$ cat src/rtl/dotp_pkg.sv
// Shared widths, state encoding and helpers for the dot-product datapath.
// RAM models, controller and bench all pull defaults from here.
package dotp_pkg;

  localparam int ADDR_WIDTH_DEF = 4;
  localparam int DATA_WIDTH_DEF = 8;
  localparam int VEC_LEN_DEF    = 16;
  localparam int ACC_WIDTH_DEF  = 20;

  typedef enum logic [1:0] {
    IDLE  = 2'd0,
    FETCH = 2'd1,
    DRAIN = 2'd2,
    DONE  = 2'd3
  } state_t;

  function automatic int clog2(input int v);
    int r;
    r = 0;
    while ((1 << r) < v) r++;
    return r;
  endfunction

endpackage

$ cat src/rtl/dotp_mac.sv
// Registered unsigned multiply-accumulate.
// clr has priority over en; the sum wraps at ACC_WIDTH.
module dotp_mac
  import dotp_pkg::*;
#(
  parameter int DATA_WIDTH = DATA_WIDTH_DEF,
  parameter int ACC_WIDTH  = ACC_WIDTH_DEF
) (
  input  logic                  clk,
  input  logic                  rst_n,
  input  logic                  clr,
  input  logic                  en,
  input  logic [DATA_WIDTH-1:0] a,
  input  logic [DATA_WIDTH-1:0] b,
  output logic [ACC_WIDTH-1:0]  acc
);

  logic [2*DATA_WIDTH-1:0] prod;

  assign prod = {{DATA_WIDTH{1'b0}}, a}
              * {{DATA_WIDTH{1'b0}}, b};

  // accumulator: clear on new job, add product when data is valid
  always_ff @(posedge clk or negedge rst_n) begin
    if (!rst_n) begin
      acc <= '0;
    end else if (clr) begin
      acc <= '0;
    end else if (en) begin
      acc <= acc + ACC_WIDTH'(prod);
    end
  end

endmodule

$ cat src/rtl/dot_product_ctrl.sv
// Sweeps both operand RAMs in lock-step and returns the dot product
// on a valid/ready port; result held until accepted.
module dot_product_ctrl
  import dotp_pkg::*;
#(
  parameter int ADDR_WIDTH = ADDR_WIDTH_DEF,
  parameter int DATA_WIDTH = DATA_WIDTH_DEF,
  parameter int VEC_LEN    = VEC_LEN_DEF,
  parameter int ACC_WIDTH  = ACC_WIDTH_DEF
) (
  input  logic                  clk,
  input  logic                  rst_n,
  input  logic                  start,
  input  logic [ADDR_WIDTH:0]   len,
  output logic                  busy,
  output logic                  rd_en,
  output logic [ADDR_WIDTH-1:0] rd_addr,
  input  logic [DATA_WIDTH-1:0] a_data,
  input  logic [DATA_WIDTH-1:0] b_data,
  output logic [ACC_WIDTH-1:0]  result,
  output logic                  result_valid,
  input  logic                  result_ready
);

  localparam logic [ADDR_WIDTH:0] LenMax =
    (ADDR_WIDTH+1)'(VEC_LEN);

  state_t                state_q, state_d;
  logic [ADDR_WIDTH-1:0] addr_q, addr_d;
  logic [ADDR_WIDTH:0]   len_q, len_d, len_clamp;
  logic [ACC_WIDTH-1:0]  res_q, res_d, acc;
  logic                  rd_vld_q;
  logic                  mac_clr;
  logic                  last;

  assign len_clamp = (len > LenMax) ? LenMax : len;
  assign last      = ({1'b0, addr_q} == len_q - 1'b1);
  assign rd_addr   = addr_q;
  assign result    = res_q;

  // next-state, counters and outputs
  always_comb begin
    state_d      = state_q;
    addr_d       = addr_q;
    len_d        = len_q;
    res_d        = res_q;
    mac_clr      = 1'b0;
    busy         = 1'b1;
    rd_en        = 1'b0;
    result_valid = 1'b0;
    unique case (state_q)
      IDLE: begin
        busy = 1'b0;
        if (start) begin
          if (len_clamp != '0) begin
            len_d   = len_clamp;
            mac_clr = 1'b1;
            state_d = FETCH;
          end else begin
            res_d   = '0;
            state_d = DONE;
          end
        end
      end
      FETCH: begin
        rd_en = 1'b1;
        if (last) begin
          addr_d  = '0;
          state_d = DRAIN;
        end else begin
          addr_d = addr_q + 1'b1;
        end
      end
      DRAIN: begin
        // wait until the final product has landed in acc
        if (!rd_vld_q) begin
          res_d   = acc;
          state_d = DONE;
        end
      end
      DONE: begin
        result_valid = 1'b1;
        if (result_ready) state_d = IDLE;
      end
    endcase
  end

  // state and datapath registers
  always_ff @(posedge clk or negedge rst_n) begin
    if (!rst_n) begin
      state_q  <= IDLE;
      addr_q   <= '0;
      len_q    <= '0;
      res_q    <= '0;
      rd_vld_q <= 1'b0;
    end else begin
      state_q  <= state_d;
      addr_q   <= addr_d;
      len_q    <= len_d;
      res_q    <= res_d;
      rd_vld_q <= rd_en;
    end
  end

  dotp_mac #(
    .DATA_WIDTH (DATA_WIDTH),
    .ACC_WIDTH  (ACC_WIDTH)
  ) u_mac (
    .clk   (clk),
    .rst_n (rst_n),
    .clr   (mac_clr),
    .en    (rd_vld_q),
    .a     (a_data),
    .b     (b_data),
    .acc   (acc)
  );

endmodule
$ cat config.mk
export PLATFORM = sky130hd
export DESIGN_NAME = dot_product_ctrl
export DESIGN_NICKNAME = d
export VERILOG_FILES = /design/src/rtl/dotp_pkg.sv /design/src/rtl/dotp_mac.sv /design/src/rtl/dot_product_ctrl.sv
export SDC_FILE = /design/constraint.sdc
export NUM_CORES = 1
export LEC_CHECK = 0
export ABC_AREA = 1
export ABC_CLOCK_PERIOD_IN_PS = 5300
export BUFFER_PORTS_ARGS = -buffer_cell sky130_fd_sc_hd__clkbuf_2
export CORE_MARGIN = 8
export CORE_UTILIZATION = 40
export DETAILED_ROUTE_END_ITERATION = 7
export PLACE_DENSITY = 0.6
export REMOVE_ABC_BUFFERS = 1
export SYNTH_ARGS = -nofsm -noshare
export SYNTH_HDL_FRONTEND = slang
export SYNTH_SLANG_ARGS = --single-unit
$ cat constraint.sdc
create_clock -name clk -period 5.3 [get_ports clk]
set_input_delay 1.06 -clock clk [delete_from_list [all_inputs] [get_ports clk]]
set_output_delay 1.06 -clock clk [all_outputs]
set_load 0.01 [all_outputs]
==> results.json, run 1 <==
{
  "path_clk_slew_ns": 0.06,
  "cts_made_buffers": 5,
  "crit_slowest_cell": "fa_1",
  "wire_per_inst_um": 12.65,
  "fin_tns_setup_ns": 0,
  "cts.repair.resized": 0,
  "place_hpwl_um": 9856,
  "vias": 4303,
  "routed_wl_um": 11680,
  "syn_area_per_cell_um2": 7.555,
  "grt_pass1_wl_um": 21220,
  "cp.arrival_ns": 4.79,
  "drv_cap": 0,
  "io-pin-count": 52,
  "synth_top_cell_area_share_pct": 24.23,
  "gp_congestion": 0.8546,
  "synth_area_leader_cell": "dfrtp_1",
  "rows": 42,
  "peakVddDrop_mv": 0.2345,
  "setup_viol": 0,
  "port_buffers": 51,
  "topRoutingLayerUsed": "met4",
  "grt_pass1_vias": 4697,
  "core_mm2": 0.01319,
  "cts_max_path_buffers": 2,
  "wl_met2_um": 5846,
  "root_buffer": "clkbuf_16",
  "ys_ff_latch": 52,
  "cp-start-kind": "primary input",
  "dieArea_mm2": 0.01739,
  "die_y_um": 131.9,
  "via_per_inst": 4.662,
  "initialDrtViolationCount": 186,
  "p_leak_nw": 3.586,
  "synth_area_mm2": 0.005371,
  "finalCriticalPeriod_ns": 4.610,
  "cts_tree": "yes",
  "layout-drive-gt1-share_pct": 11.24,
  "post-cts-setup-buffer-count": 0,
  "finalHoldViolCount": 0,
  "path_buf_inv": 5,
  "antenna_left": 0,
  "cts.sinks": 52,
  "fin_util_pct": 44.64,
  "fmax_mhz": 216.9,
  "wl_met1_um": 5158,
  "antennaDiodeCount": 0,
  "async_flop_share_pct": 100.0,
  "yosys-top-cells-area": "dfrtp_1 (24%), fa_1 (19%), inv_1 (14%)",
  "initial_core_util_pct": 40.72,
  "power_per_cell_area_mw_per_mm2": 579.9,
  "critPathMaxFanout": 8,
  "grt_antenna_before_repair": 0,
  "max_stage_delay_ns": 0.55,
  "grt_max_degree": 53,
  "cts_hold_buf": 0,
  "dr_wl_met3_um": 357,
  "yosys_warnings": 0,
  "grt_setup_unrepaired": "false",
  "cts.htree.levels": 2,
  "synthCells": 711,
  "worst-setup-path-type": "in -> reg",
  "period_share_pct": 86.98,
  "path_delay_family": "adder cells",
  "grt_usage_pct": 14.48,
  "fillers": 1368,
  "yosys_most_used_dff": "dfrtp_1",
  "clk_latency_ns": 0.29,
  "worst_slew_pin_slew_ns": 0.8017,
  "cp.required_ns": 5.48,
  "ys_seq_area_share_pct": 24.23,
  "status": "finished clean",
  "drt_pass1_iterations": 4,
  "synth_edf_count": 0,
  "fin_skew_ns": 0.007264,
  "drc": 0,
  "nets": 869,
  "drv_slew": 0,
  "endpoint_kind": "flop",
  "holdCritPathClass": "reg -> reg",
  "path_cells": "clkbuf_2, nand2_1, inv_1, fa_1, fa_1, fa_1, inv_1, fa_1, inv_1, ha_1, nand2_1, inv_1, a21oi_1, nand2_1, nand2_2, nand2_1, a21oi_1, nor2_1",
  "synth_cell_type_count": 32,
  "gr-total-overflow": 0,
  "relSlewSlack_pct": 46.40,
  "fin_hold_ws_ns": 0.4813,
  "area_growth_pct": 9.620,
  "die-width_um": 131.9
}
[area by class of cell]
| type | instances | area [um^2] | area share, % |
|---|---|---|---|
| Multi-Input combinational cell | 433 | 3198 | 54.31 |
| Clock buffer | 5 | 125.1 | 2.125 |
| Tap cell | 176 | 220.2 | 3.740 |
| Sequential cell | 52 | 1301 | 22.10 |
| Inverter | 202 | 758.2 | 12.88 |
| Clock inverter | 3 | 22.52 | 0.3825 |
| Timing Repair Buffer | 52 | 262.8 | 4.462 |
[final timing paths]
check	startpoint	to	slack, ns	cells past startpoint
worst max-delay path	a_data[1]	u_mac.acc[18]	0.69	18
worst min-delay path	u_mac.acc[14]	u_mac.acc[14]	0.48	2
worst max register to register	u_mac.acc[7]	u_mac.acc[19]	1.45	18
worst min register to register	u_mac.acc[14]	u_mac.acc[14]	0.48	2
max in group asynchronous	rst_n	u_mac.acc[14]	3.98	2
min in group asynchronous	rst_n	result[1]	0.87	2
[placed cells by master, fill, tap and decap left out, drive strengths merged]
master and n:
nand4 2, nor3 3, fa 50, nand3 52, dfrtp 52, a31oi 1, o21ai 28, buf 1
nand3b 4, ha 48, clkbuf 56, or2 1, o22ai 10, inv 203, clkinv 2, nand2 189
o21a 2, o21bai 1, xor2 6, nor2 20, a21oi 13, xnor2 2, a22oi 1
[synth_stat cells (3+ instances only)]
cell type and n:
nand2_1 181, nand3_1 43, a21oi_1 13, xor2_1 6, nor3_1 3, nor2_1 19, dfrtp_1 52, clkbuf_1 15
o21ai_1 22, nand3b_1 4, nand2_2 6, o22ai_1 10, fa_1 50, inv_1 200, buf_2 7, nand3_2 8
ha_1 48, o21ai_0 5
[cells by family after synthesis]
family                     after synthesis  share of synthesized area, %
AOI/OAI and AO/OA                       56                         5.823
DFF                                     52                         24.23
xor gates and xnor gates                 8                         1.305
adders and majority gates               98                         29.82
and+or+nand+nor                        271                         22.60
buffers and inverters                  226                         16.24
[layer usage]
metal	global-route usage (%)	up-vias
met3	2.515	23
met5	0	-
met2	25.74	68
li1	-	2174
met1	17.31	2038
met4	4.531	0
[flip-flops by register name (all words and copies together), names as in the netlist]
signal     flops
len_q          5
rd_addr        4
rd_vld_q       1
result        20
state_q        2
u_mac.acc     20
[power by group]
group          internal, mW  switching (mW)  leakage (nW)
sequential            0.546           0.112         0.688
combinational         0.900            1.53          2.82
clock                 0.177           0.147        0.0742
total                  1.62            1.79          3.59
[per-stage QoR]
step                area (um^2)  cells  total power [mW]  setup slack (ns)
floorplan                  5258    687             2.509            0.8869
global placement           5741    915             3.068            0.4592
detailed placement         5741    915             3.119            0.3712
CTS                        5888    923             3.463            0.6729
global route               5888    923             3.923            0.3607
finish                     5888    923             3.415            0.6900
[worst min-delay path, cell delays in order (launching register included)]
cell     delay [ns]
dfrtp_1        0.35
nand2_1        0.05
nand2_1        0.05
Note: power is estimated with default switching activity, not from simulation.
==> run 2, diff against run 1 <==
Settings changed: ABC_CLOCK_PERIOD_IN_PS 5300 to 5000.
Clock period 5.3 ns to 5 ns, I/O delays scaled along.
==> results.json, run 2 (synthesized netlist as in run 1, its figures left out) <==
{
  "cts.repair.resized": 0,
  "grt_max_degree": 53,
  "grt_antenna_before_repair": 0,
  "grt_usage_pct": 14.62,
  "place_area_mm2": 0.005741,
  "max_stage_delay_ns": 0.54,
  "place_hpwl_um": 9822,
  "finalCriticalPeriod_ns": 4.521,
  "gr-total-overflow": 0,
  "path_cells": "clkbuf_2, nand2_1, fa_1, inv_1, fa_1, fa_1, inv_1, fa_1, inv_1, ha_1, nand2_1, inv_1, a21oi_1, nand2_1, nand2_2, nand2_1, a21oi_1, nor2_1",
  "cts.sinks": 52,
  "drt_pass1_iterations": 4,
  "drc": 0,
  "path_buf_inv": 5,
  "vias": 4319,
  "cts_hold_buf": 0,
  "fin_tns_setup_ns": 0,
  "grt_pass1_wl_um": 21460,
  "critPathMaxFanout": 8,
  "wire_per_inst_um": 12.66,
  "crit_slowest_cell": "fa_1",
  "cp.arrival_ns": 4.70,
  "cts_tree": "yes",
  "antenna_left": 0,
  "relSlewSlack_pct": 44.39,
  "initialDrtViolationCount": 221,
  "r2r_cells": 17,
  "routed_wl_um": 11690,
  "initial_core_util_pct": 40.72,
  "die-width_um": 131.9,
  "drv_cap": 0,
  "peakVddDrop_mv": 0.2390,
  "grt_pass1_vias": 4677,
  "path_clk_slew_ns": 0.06,
  "io-pin-count": 52,
  "holdCritPathClass": "reg -> reg",
  "cts_max_path_buffers": 2,
  "worst-setup-path-type": "in -> reg",
  "design_area_mm2": 0.005908,
  "cp.required_ns": 5.18,
  "root_buffer": "clkbuf_16",
  "layout_commonest_cell": "inv_1",
  "status": "finished clean",
  "path_delay_family": "adder cells",
  "gp_congestion": 0.8545,
  "setup_viol": 0,
  "finalHoldViolCount": 0,
  "layout-drive-gt1-share_pct": 11.24,
  "final_cell_mix": "inv_1 (200), nand2_1 (181), dfrtp_1 (52)",
  "port_buffers": 51,
  "antennaDiodeCount": 0,
  "fmax_mhz": 221.2,
  "via_per_inst": 4.679,
  "worst_slew_pin_slew_ns": 0.8317,
  "core_mm2": 0.01319,
  "dieArea_mm2": 0.01739,
  "clk_latency_ns": 0.29,
  "fillers": 1354,
  "rows": 42,
  "period_share_pct": 90.43,
  "post-cts-setup-buffer-count": 0,
  "endpoint_kind": "flop",
  "power_per_cell_area_mw_per_mm2": 618.7,
  "cts_made_buffers": 5,
  "area_growth_pct": 9.993,
  "path_depth": 18,
  "min_path_cells": 2,
  "cts.htree.levels": 2,
  "fin_skew_ns": 0.006590,
  "drv_slew": 0,
  "p_leak_nw": 3.592,
  "nets": 869,
  "grt_setup_unrepaired": "false",
  "cp-start-kind": "primary input",
  "die_y_um": 131.9
}
## run 2: power breakdown
group / internal (mW) / switching, mW / leakage, nW
sequential: 0.579 / 0.116 / 0.688
combinational: 0.953 / 1.62 / 2.82
clock: 0.235 / 0.154 / 0.0798
total: 1.77 / 1.89 / 3.59
## run 2: path summary, 6_finish.rpt
| kind | from | to | slack [ns] |
|---|---|---|---|
| worst max register to register | u_mac.acc[7] | u_mac.acc[18] | 1.17 |
| max in group asynchronous | rst_n | u_mac.acc[15] | 3.72 |
| min in group asynchronous | rst_n | result[2] | 0.82 |
| worst max-delay path | b_data[4] | u_mac.acc[18] | 0.48 |
| worst min register to register | u_mac.acc[14] | u_mac.acc[14] | 0.48 |
| worst min-delay path | u_mac.acc[14] | u_mac.acc[14] | 0.48 |
## run 2: layout make-up
cell class	instances	area [um^2]	share of cell area (%)
Multi-Input combinational cell	433	3198	54.13
Sequential cell	52	1301	22.02
Inverter	202	758.2	12.83
Timing Repair Buffer	52	262.8	4.447
Tap cell	176	220.2	3.727
Clock buffer	5	125.1	2.118
Clock inverter	3	42.54	0.7200
## run 2: per-layer routing
| layer | vias to the layer above | GRT usage, % | part of all wire [%] |
|---|---|---|---|
| li1 | 2170 | - | - |
| met3 | 18 | 2.401 | 3.3 |
| met1 | 2066 | 17.63 | 44 |
| met4 | 0 | 3.510 | 1.8 |
| met2 | 65 | 26.40 | 51 |
| met5 | - | 0 | 0 |
## run 2: stage by stage
step                worst slack [ns]  hold WS (ns)  power (mW)  utilization, %  cells
floorplan                     0.6469        0.4490       2.660               -    687
global placement              0.2192        0.4704       3.252           43.52    915
detailed placement            0.1348        0.4657       3.305           43.52    915
CTS                           0.4443        0.4874       3.714           44.79    923
global route                  0.1436        0.5091       4.203           44.79    923
finish                        0.4787        0.4834       3.655           44.79    923
## run 2: worst reg2reg max path, stage by stage, from the launching register on
cell	delay, ns
dfrtp_1	0.33
inv_1	0.11
fa_1	0.56
inv_1	0.06
fa_1	0.46
fa_1	0.49
inv_1	0.05
fa_1	0.53
inv_1	0.04
ha_1	0.33
nand2_1	0.09
nand2_1	0.07
a21oi_1	0.14
nand2_1	0.11
nand2_2	0.10
nand2_1	0.07
a21oi_1	0.13
nor2_1	0.06
